## src/rtl/muldiv_pkg.sv

```systemverilog
// Shared definitions for the RV32M multiply/divide sequencer:
// widths, FUNCT3 encodings, FSM state type and the divide-by-zero quotient.
package muldiv_pkg;

    localparam int MD_XLEN  = 32;
    localparam int MD_CNT_W = 5;

    localparam logic [2:0] F3_MUL    = 3'b000;
    localparam logic [2:0] F3_MULH   = 3'b001;
    localparam logic [2:0] F3_MULHSU = 3'b010;
    localparam logic [2:0] F3_MULHU  = 3'b011;
    localparam logic [2:0] F3_DIV    = 3'b100;
    localparam logic [2:0] F3_DIVU   = 3'b101;
    localparam logic [2:0] F3_REM    = 3'b110;
    localparam logic [2:0] F3_REMU   = 3'b111;

    typedef enum logic [1:0] {
        IDLE   = 2'd0,
        CALC   = 2'd1,
        FIX    = 2'd2,
        DONE_S = 2'd3
    } md_state_t;

    // Quotient returned for any divide by zero.
    localparam logic [MD_XLEN-1:0] MD_DZ_QUOTIENT = '1;

endpackage

```

## src/rtl/muldiv_addsub.sv

```systemverilog
// Combinational WIDTH-bit adder/subtractor with carry/borrow out.
// Shared by the multiply (add) and divide (trial subtract) iterations.
module muldiv_addsub #(
    parameter int WIDTH = 33
) (
    input  logic [WIDTH-1:0] i_a,
    input  logic [WIDTH-1:0] i_b,
    input  logic             i_sub,
    output logic [WIDTH-1:0] o_sum,
    output logic             o_cout
);

    // One extra bit on the operands exposes the carry (add) or borrow (sub).
    always_comb begin
        if (i_sub) begin
            {o_cout, o_sum} = {1'b0, i_a} - {1'b0, i_b};
        end else begin
            {o_cout, o_sum} = {1'b0, i_a} + {1'b0, i_b};
        end
    end

endmodule

```

## src/rtl/alu_muldiv_sequencer.sv

```systemverilog
// Multi-cycle RV32M multiply/divide/remainder sequencer.
// Operands are captured as magnitudes, iterated over XLEN cycles
// (shift-add multiply, restoring divide), sign-corrected, then DONE pulses.
// Optional build macro MULDIV_ZERO_BYPASS_EN: multiplies with a zero
// operand skip the iteration loop.
module alu_muldiv_sequencer
    import muldiv_pkg::*;
#(
    parameter int XLEN  = MD_XLEN,
    parameter int CNT_W = MD_CNT_W
) (
    input  logic            i_clk,
    input  logic            i_reset,
    input  logic            i_start,
    input  logic [2:0]      i_funct3,
    input  logic [XLEN-1:0] i_data1,
    input  logic [XLEN-1:0] i_data2,
    input  logic            i_flush,
    output logic            o_busy,
    output logic            o_done,
    output logic [XLEN-1:0] o_result
);

    md_state_t         r_state;
    logic [CNT_W-1:0]  r_cnt;
    logic [2:0]        r_op;
    logic              r_neg;
    logic              r_dz;
    logic [XLEN-1:0]   r_b;      // multiplicand / divisor magnitude
    logic [XLEN-1:0]   r_acc;    // product high half / partial remainder
    logic [XLEN-1:0]   r_q;      // multiplier->product low / dividend->quotient
    logic              r_busy;
    logic              r_done;
    logic [XLEN-1:0]   r_result;

    logic              w_neg1;
    logic              w_neg2;
    logic [XLEN-1:0]   w_mag1;
    logic [XLEN-1:0]   w_mag2;
    logic              w_div_zero;
    logic              w_skip_mul;
    logic              w_neg_init;
    logic [XLEN-1:0]   w_b_init;
    logic [XLEN-1:0]   w_q_init;
    md_state_t         w_state_init;

    logic              w_is_div;
    logic [XLEN:0]     w_add_a;
    logic [XLEN:0]     w_add_b;
    logic [XLEN:0]     w_sum;
    logic              w_cout;

    logic [2*XLEN-1:0] w_prod;
    logic [2*XLEN-1:0] w_prod_s;
    logic [XLEN-1:0]   w_quot_s;
    logic [XLEN-1:0]   w_rem_s;
    logic [XLEN-1:0]   w_fix_result;

`ifdef MULDIV_ZERO_BYPASS_EN
    assign w_skip_mul = !i_funct3[2] && ((i_data1 == '0) || (i_data2 == '0));
`else
    assign w_skip_mul = 1'b0;
`endif

    assign w_div_zero = i_funct3[2] && (i_data2 == '0);

    // Operand magnitudes, result sign and entry state for an accepted request.
    always_comb begin
        w_neg1 = 1'b0;
        w_neg2 = 1'b0;
        unique case (i_funct3)
            F3_MULH, F3_DIV, F3_REM: begin
                w_neg1 = i_data1[XLEN-1];
                w_neg2 = i_data2[XLEN-1];
            end
            F3_MULHSU: w_neg1 = i_data1[XLEN-1];
            default: ;
        endcase
        w_mag1 = w_neg1 ? ('0 - i_data1) : i_data1;
        w_mag2 = w_neg2 ? ('0 - i_data2) : i_data2;
        // Remainder follows the dividend; everything else is the sign XOR
        // (w_neg2 is already 0 for MULHSU and the unsigned ops).
        w_neg_init = (i_funct3 == F3_REM) ? w_neg1 : (w_neg1 ^ w_neg2);
        w_b_init   = i_funct3[2] ? w_mag2 : w_mag1;
        w_q_init   = i_funct3[2] ? w_mag1 : w_mag2;
        w_state_init = CALC;
        if (w_div_zero) begin
            // Raw dividend kept so REM/REMU can return it unchanged.
            w_neg_init   = 1'b0;
            w_q_init     = i_data1;
            w_state_init = FIX;
        end else if (w_skip_mul) begin
            w_q_init     = '0;
            w_state_init = FIX;
        end
    end

    // Operand routing into the shared adder for one iteration.
    always_comb begin
        w_is_div = r_op[2];
        if (w_is_div) begin
            w_add_a = {r_acc, r_q[XLEN-1]};
            w_add_b = {1'b0, r_b};
        end else begin
            w_add_a = {1'b0, r_acc};
            w_add_b = r_q[0] ? {1'b0, r_b} : '0;
        end
    end

    muldiv_addsub #(
        .WIDTH(XLEN + 1)
    ) u_addsub (
        .i_a    (w_add_a),
        .i_b    (w_add_b),
        .i_sub  (w_is_div),
        .o_sum  (w_sum),
        .o_cout (w_cout)
    );

    // Sign correction and half/quotient/remainder selection.
    always_comb begin
        w_prod   = {r_acc, r_q};
        w_prod_s = r_neg ? ('0 - w_prod) : w_prod;
        w_quot_s = r_neg ? ('0 - r_q) : r_q;
        w_rem_s  = r_neg ? ('0 - r_acc) : r_acc;
        unique case (r_op)
            F3_MUL:                      w_fix_result = w_prod_s[XLEN-1:0];
            F3_MULH, F3_MULHSU, F3_MULHU: w_fix_result = w_prod_s[2*XLEN-1:XLEN];
            F3_DIV, F3_DIVU:             w_fix_result = r_dz ? MD_DZ_QUOTIENT : w_quot_s;
            default:                     w_fix_result = r_dz ? r_q : w_rem_s;
        endcase
    end

    // Sequencer FSM with registered BUSY/DONE/RESULT.
    always_ff @(posedge i_clk) begin
        if (i_reset) begin
            r_state  <= IDLE;
            r_cnt    <= '0;
            r_op     <= F3_MUL;
            r_neg    <= 1'b0;
            r_dz     <= 1'b0;
            r_b      <= '0;
            r_acc    <= '0;
            r_q      <= '0;
            r_busy   <= 1'b0;
            r_done   <= 1'b0;
            r_result <= '0;
        end else begin
            unique case (r_state)
                IDLE: begin
                    r_done <= 1'b0;
                    if (i_start && !i_flush) begin
                        r_op    <= i_funct3;
                        r_neg   <= w_neg_init;
                        r_dz    <= w_div_zero;
                        r_b     <= w_b_init;
                        r_q     <= w_q_init;
                        r_acc   <= '0;
                        r_cnt   <= '0;
                        r_busy  <= 1'b1;
                        r_state <= w_state_init;
                    end
                end
                CALC: begin
                    if (i_flush) begin
                        r_busy  <= 1'b0;
                        r_state <= IDLE;
                    end else begin
                        if (w_is_div) begin
                            // Restoring step: keep the difference only without borrow.
                            r_acc <= w_cout ? w_add_a[XLEN-1:0] : w_sum[XLEN-1:0];
                            r_q   <= {r_q[XLEN-2:0], ~w_cout};
                        end else begin
                            // Shift-add: the sum and multiplier shift right together.
                            r_acc <= w_sum[XLEN:1];
                            r_q   <= {w_sum[0], r_q[XLEN-1:1]};
                        end
                        if (r_cnt == CNT_W'(XLEN - 1)) begin
                            r_cnt   <= '0;
                            r_state <= FIX;
                        end else begin
                            r_cnt <= r_cnt + 1'b1;
                        end
                    end
                end
                FIX: begin
                    if (i_flush) begin
                        r_busy  <= 1'b0;
                        r_state <= IDLE;
                    end else begin
                        r_result <= w_fix_result;
                        r_done   <= 1'b1;
                        r_state  <= DONE_S;
                    end
                end
                DONE_S: begin
                    r_done  <= 1'b0;
                    r_busy  <= 1'b0;
                    r_state <= IDLE;
                end
            endcase
        end
    end

    assign o_busy   = r_busy;
    assign o_done   = r_done;
    assign o_result = r_result;

endmodule

```

## config.mk

```make
export PLATFORM = sky130hd
export DESIGN_NAME = alu_muldiv_sequencer
export DESIGN_NICKNAME = d
export VERILOG_FILES = /design/src/rtl/muldiv_pkg.sv /design/src/rtl/muldiv_addsub.sv /design/src/rtl/alu_muldiv_sequencer.sv
export SDC_FILE = /design/constraint.sdc
export NUM_CORES = 1
export LEC_CHECK = 0
export ABC_AREA = 0
export CORE_MARGIN = 2
export CORE_UTILIZATION = 59
export DETAILED_ROUTE_END_ITERATION = 10
export PLACE_DENSITY = 0.8
export SYNTH_ARGS = -nofsm -noshare
export SYNTH_HDL_FRONTEND = slang
export SYNTH_SLANG_ARGS = --single-unit
```

## constraint.sdc

```tcl
create_clock -name i_clk -period 15.6 [get_ports i_clk]
set_input_delay 2.34 -clock i_clk [delete_from_list [all_inputs] [get_ports i_clk]]
set_output_delay 2.34 -clock i_clk [all_outputs]
set_load 0.02 [all_outputs]
```

# ---- After elaboration in Yosys (flattened, before gate mapping)
# Cells that the tools add are included.
dict set report totals {
  ff_bits 142
  in_bits 71
}
dict set report op_classes {
  n_eq_ne 18
  bitwise 3
  reduce_logical 20
  add_sub_neg 8
  n_mux 44
}
# op n
set op_table {}
lappend op_table {{2-to-1 mux 32 bit} 18}
lappend op_table {{case mux 32 bit (2 select lines)} 2}
lappend op_table {{subtractor 1 x 32 -> 32 bit, first input constant} 4}
lappend op_table {{case mux 32 bit (3 select lines)} 1}
lappend op_table {{2-to-1 mux 33 bit} 2}
lappend op_table {{2-to-1 mux 64 bit} 1}
lappend op_table {{subtractor 1 x 64 -> 64 bit, first input constant} 1}
lappend op_table {{adder 33 x 32 -> 34 bit} 1}
lappend op_table {{subtractor 33 x 32 -> 34 bit} 1}
lappend op_table {{logical NOT 32 bit} 1}
lappend op_table {{2-to-1 mux 5 bit} 3}
lappend op_table {{equality test 3 bit, second input constant} 4}
lappend op_table {{2-to-1 mux 2 bit} 5}
lappend op_table {{case mux 5 bit (2 select lines)} 1}
lappend op_table {{AND reduction 2 bit} 5}
lappend op_table {{equality test 3 x 2 -> 1 bit, second input constant} 3}
lappend op_table {{2-to-1 mux 1 bit} 8}
lappend op_table {{case mux 2 bit (4 select lines)} 1}
lappend op_table {{equality test 3 x 1 -> 1 bit, second input constant} 2}
lappend op_table {{!= test 2 bit, second input constant} 3}
lappend op_table {{OR reduction 2 bit} 3}
lappend op_table {{OR reduction 3 bit} 2}
lappend op_table {{adder 5 x 1 -> 5 bit, second input constant} 1}
lappend op_table {{equality test 5 bit, second input constant} 1}
lappend op_table {{15 further kinds} 19}

# ---- Depth between registers and ports, before layout
dict set report logic_depth {
  ltp_word 8
  depth_mapped 19
}

# ---- Hierarchy
# Synthesis repeated with hierarchy kept, for this count alone.
dict set report unflattened {
  cells_unflattened 2440
  hier_area_um2 17277.8
}
# module instances area_per_inst_um2 seq_area_each_um2 cells_each
set by_module_without_submodules {}
lappend by_module_without_submodules {alu_muldiv_sequencer 1 13310.3 2842.7 1850}
lappend by_module_without_submodules {muldiv_addsub 1 3967.6 0.0 590}

# ---- Least setup slack after synthesis
# Ideal clock, no wire load.
dict set report synth_path {
  path_type {register to register}
  from {register r_op[2]}
  to {register r_acc[11]}
  arrival_ps 5156
  path_stages_with_launch 19
  n_path_buf 7
  path_slack_ps 10327
  setup_time_ps 117
  path_cell_list {dfxtp_1 -> clkbuf_1 -> clkbuf_1 -> buf_1 -> clkbuf_1 -> buf_1 -> mux2_2 -> ha_1 -> clkbuf_1 -> nor4_1 -> nand4_1 -> or4_1 -> nor4_1 -> o31ai_1 -> nand2_1 -> buf_2 -> mux2i_1 -> mux2i_1 -> a22o_1}
}
dict set report synth_via {
  elab_chain_cells 7
  word_cells_on_any_way 10
}
# item line
set synth_rtl {}
lappend synth_rtl {{start: declaration} alu_muldiv_sequencer.sv:26} ;# logic [2:0] r_op;
lappend synth_rtl {{start signal: assignment} alu_muldiv_sequencer.sv:153} ;# r_op <= i_funct3;
lappend synth_rtl {{2-to-1 mux 33 bit or 2-to-1 mux 32 bit (tied branches)} alu_muldiv_sequencer.sv:101} ;# if (w_is_div) begin
lappend synth_rtl {{adder 33 x 32 -> 34 bit or subtractor 33 x 32 -> 34 bit (tied branches)} {muldiv_addsub.sv:18, muldiv_addsub.sv:16}}
lappend synth_rtl {{2-to-1 mux 33 bit or 2-to-1 mux 1 bit (tied branches)} muldiv_addsub.sv:15} ;# if (i_sub) begin
lappend synth_rtl {{2-to-1 mux 32 bit} alu_muldiv_sequencer.sv:171} ;# r_acc <= w_cout ? w_add_a[XLEN-1:0] : w_sum[XLEN-1:0];
lappend synth_rtl {{2-to-1 mux 32 bit *} alu_muldiv_sequencer.sv:169} ;# if (w_is_div) begin
lappend synth_rtl {{2-to-1 mux 32 bit *} alu_muldiv_sequencer.sv:165} ;# if (i_flush) begin
lappend synth_rtl {{case mux 32 bit (2 select lines) *} alu_muldiv_sequencer.sv:149} ;# unique case (r_state)
lappend synth_rtl {{end signal: assignment} alu_muldiv_sequencer.sv:171}
lappend synth_rtl {{end signal: assignment} alu_muldiv_sequencer.sv:175} ;# r_acc <= w_sum[XLEN:1];
lappend synth_rtl {{end: declaration} alu_muldiv_sequencer.sv:30} ;# logic [XLEN-1:0] r_acc;
# Every way passes the cells marked *; elsewhere a longest branch is shown, timed or not. The select of a mux whose other input is x is not followed.
# A chain may end at the register's enable or synchronous reset.

# ---- Final worst setup path
dict set report layout_path {
  from {register r_op[2]}
  to {register r_acc[6]}
}
# The elaborated chain is that of the path after synthesis.

==> impl_metrics.toml <==
[logic_synthesis]
synth-adder-area-share_pct = 5.85
syn_area_per_cell_um2 = 7.00
synthesis.area_mm2 = 0.0158
synth_top_family_by_area = "compound AO/OA/AOI/OAI gates"
yosysUniqueCellTypes = 80
synth_flop_cell = "dfxtp_1"
synth-edff-count = 0
syn-num-nets = 2408
synth_compound_area_share_pct = 30.9
ys_seq_elements = 142
synthArstFlopShare_pct = 0
yosysWarnings = 0
synth-simple-area-share_pct = 21.6
yosys.area_share.xor_xnor_pct = 10.6
seq_area_frac_synth_pct = 18.0
synthMuxAreaShare_pct = 6.12
synth_cells = 2263

[routing]
vias_per_cell = 6.79
met3_length_mm = 6.96
met1_length_mm = 24.5
wl_met2_mm = 25.2
vias = 17400
drt-wirelength-per-cell_um = 23.1
top_layer_used = "met4"
drtIter0Drc = 2425
first_pass_iters = 8
ant_nets = 0
drc = 0
postRouteWirelength_mm = 59.3

[clock_tree]
cts-root-buf = "clkbuf_16"
cts.path.max_buffers = 2
tritoncts = "yes"
cts.sinks = 142
path_clk_slew_ns = 0.07
hold_buffers = 0
cts_buffers = 17
cts_post_setup_buffers_inserted = 0
insertion_delay_ns = 0.44
cts_resized = 0
cts_htree_levels = 4

[sta]
worstMarginPinSlew_ns = 1.26
setup_tns_ns = 0
max-slew-margin-rel_pct = 16.1
hold_violations = 0
rsz0062_at_grt = "no"
drv_slew = 0
final.period_utilization_pct = 36.3
finClkSkew_ns = 0.0179
finalSetupViolCount = 0
min_period_ns = 5.66
max_freq_ghz = 0.177

[global_routing]
grt_start_max_net_pins = 82
grt_pass1_vias = 16200
overflow = 0
antenna_found_initial = 1
grt_usage_pct = 41.2
grt_pass1_wl_mm = 91.7

[setup_path]
crit_path_start_kind = "flop"
r2r-start = "r_op[2]"
crit_path_cell_trace = "inv_1, buf_4, nand2_1, buf_4, and2_1, ha_1, nor4_1, nand4_1, or4_1, nor4_1, o31ai_1, nand2_1, buf_4, mux2_2, a21oi_1, o21ai_0"
cp.arrival_ns = 5.96
critPathSlowestCell = "dfxtp_4"
timing.rr.end = "r_acc[6]"
r2r_slack_ns = 9.94
cp-end-kind = "flop"
crit_top_cell = "buf_4"
cpPeakStageDelay_ns = 0.74
cp_max_fo = 46
cp.required_ns = 15.91
worstRegToRegCells = 16
crit_type = "reg -> reg"

[placement]
dp_hpwl_mm = 44.5
gp_congestion = 1.00
io_buffer_count = 104
dp.cells = 2531

[power]
peakVddDrop_mv = 0.0720
pwr-share-comb_pct = 53.4
power_density_mw_per_mm2 = 116
pwr-share-clk_pct = 20.2
p_int_uw = 1030
leakage_uw = 0.00660
swShare_pct = 48.4
switchingPower_uw = 968
total_power_uw = 2000
power_frac_seq_pct = 26.5

[floorplanning]
die_w_um = 168
die-area_mm2 = 0.0282
die_h_um = 168
core_mm2 = 0.0262
start_util_pct = 60.4
num_rows = 59
io_pins = 105

[cells_and_area]
nNetsFinal = 2360
num_antenna_cells = 0
post-route-util_pct = 66.0
final_layout_size_suffix_gt1_share_pct = 6.06
area_delta_synth_final_pct = 9.31
stdcell_count = 2563
nFillCells = 2352
mostFrequentLayoutCell = "nand2_1"
final_cell_mix = "259 x nand2_1, 211 x a21oi_1, 186 x nor2_1"

[min_path]
hp-class = "reg -> reg"
whs_endpoint = "r_b[8]"
min_from = "r_b[8]"
hold_depth = 2

[status]
status = "finished, final reports clean"

[job]
maxCapViolCount = 0
-- cell usage after synthesis, types with 19 or more instances --
cell      number  share of area, %
nand2_1      259               6.1
a21oi_1      211               6.7
nor2_1       188               4.5
clkbuf_1     167               4.0
o21ai_0      152               4.8
dfxtp_1      142                18
xnor2_1      123               6.8
inv_1         92               2.2
ha_1          74               5.8
xor2_1        68               3.8
a211oi_1      54               2.6
mux2i_1       54               3.4
nor3_1        45               1.4
o211ai_1      41               1.9
mux2_2        38               2.7
and2_1        35               1.4
nand3_1       35               1.1
o31ai_1       33               1.6
or3_1         31               1.2
a31oi_1       24              0.95
nand2b_1      24              0.95
nor2b_1       24              0.95
or4_1         20              0.95
buf_1         19              0.45
nor4_1        19              0.75
o21a_1        19              0.90
-- worst max-delay path by stage --
stage | from | endpoint | slack [ns] | depth (start not counted)
detailed placement | i_data2[13] | r_q[19] | 9.60 | 10
global route | r_op[2] | r_acc[6] | 9.58 | 16
CTS | i_data2[13] | r_q[19] | 10.04 | 10
finish | r_op[2] | r_acc[6] | 9.94 | 16
global placement | i_data2[13] | r_q[14] | 9.66 | 10
floorplan | r_op[2] | r_acc[11] | 10.33 | 18
-- state kept, by name, indices dropped and copies added (netlist names) --
name and flops:
r_state 2, r_b 32, o_done 1, r_op 3, r_acc 32, r_dz 1
o_result 32, r_neg 1, o_busy 1, r_cnt 5, r_q 32
-- power groups by stage --
stage | Sequential (uW) | Clock [uW] | Combinational (uW)
6_report | 529 | 403 | 1070
5_1_grt | 530 | 416 | 1150
4_1_cts | 519 | 401 | 1030
3_5_place_dp | 527 | 0 | 1020
3_3_place_gp | 524 | 0 | 1010
2_1_floorplan | 467 | 0 | 762
-- per-layer routing --
metal  up-vias  GRT usage [%]
li1       8058              -
met1      8078           56.8
met2      1097           62.2
met3       173           8.51
met4         0           18.2
met5         -              0
-- cell families (layout without fill, tap and decap cells) --
family	count (synthesis)	in the layout
xor gates and xnor gates	191	191
adders and majority gates	74	74
and+or+nand+nor	730	730
muxes	92	92
AOI/OAI and AO/OA	746	746
DFF	142	142
buffers and inverters	288	253
-- final cells by class --
type	count	area, um^2	area share (%)
Multi-Input combinational cell	1833	11900	68.8
Sequential cell	142	2850	16.5
Timing Repair Buffer	129	1220	7.06
Clock buffer	18	439	2.54
Tap cell	335	419	2.42
Inverter	92	345	2.00
Clock inverter	14	119	0.687
-- critical path, delay by kind of cell (launching register included) --
family / cells / cell delay [ns]
AND/OR/NAND/NOR: 7 / 2.43
buffers and inverters: 4 / 1.09
flip-flops: 1 / 0.74
adder cells (fa/ha/maj): 1 / 0.41
AO/OA/AOI/OAI: 3 / 0.38
multiplexers: 1 / 0.38
-- through the flow --
stage	setup slack, ns	instance area (um^2)	hold WS, ns
floorplan	10.33	15800	0.427
global placement	9.66	16700	0.435
detailed placement	9.60	16700	0.439
CTS	10.04	17300	0.449
global route	9.58	17300	0.465
finish	9.94	17300	0.447
No activity file was read; power rests on OpenSTA's default activity.
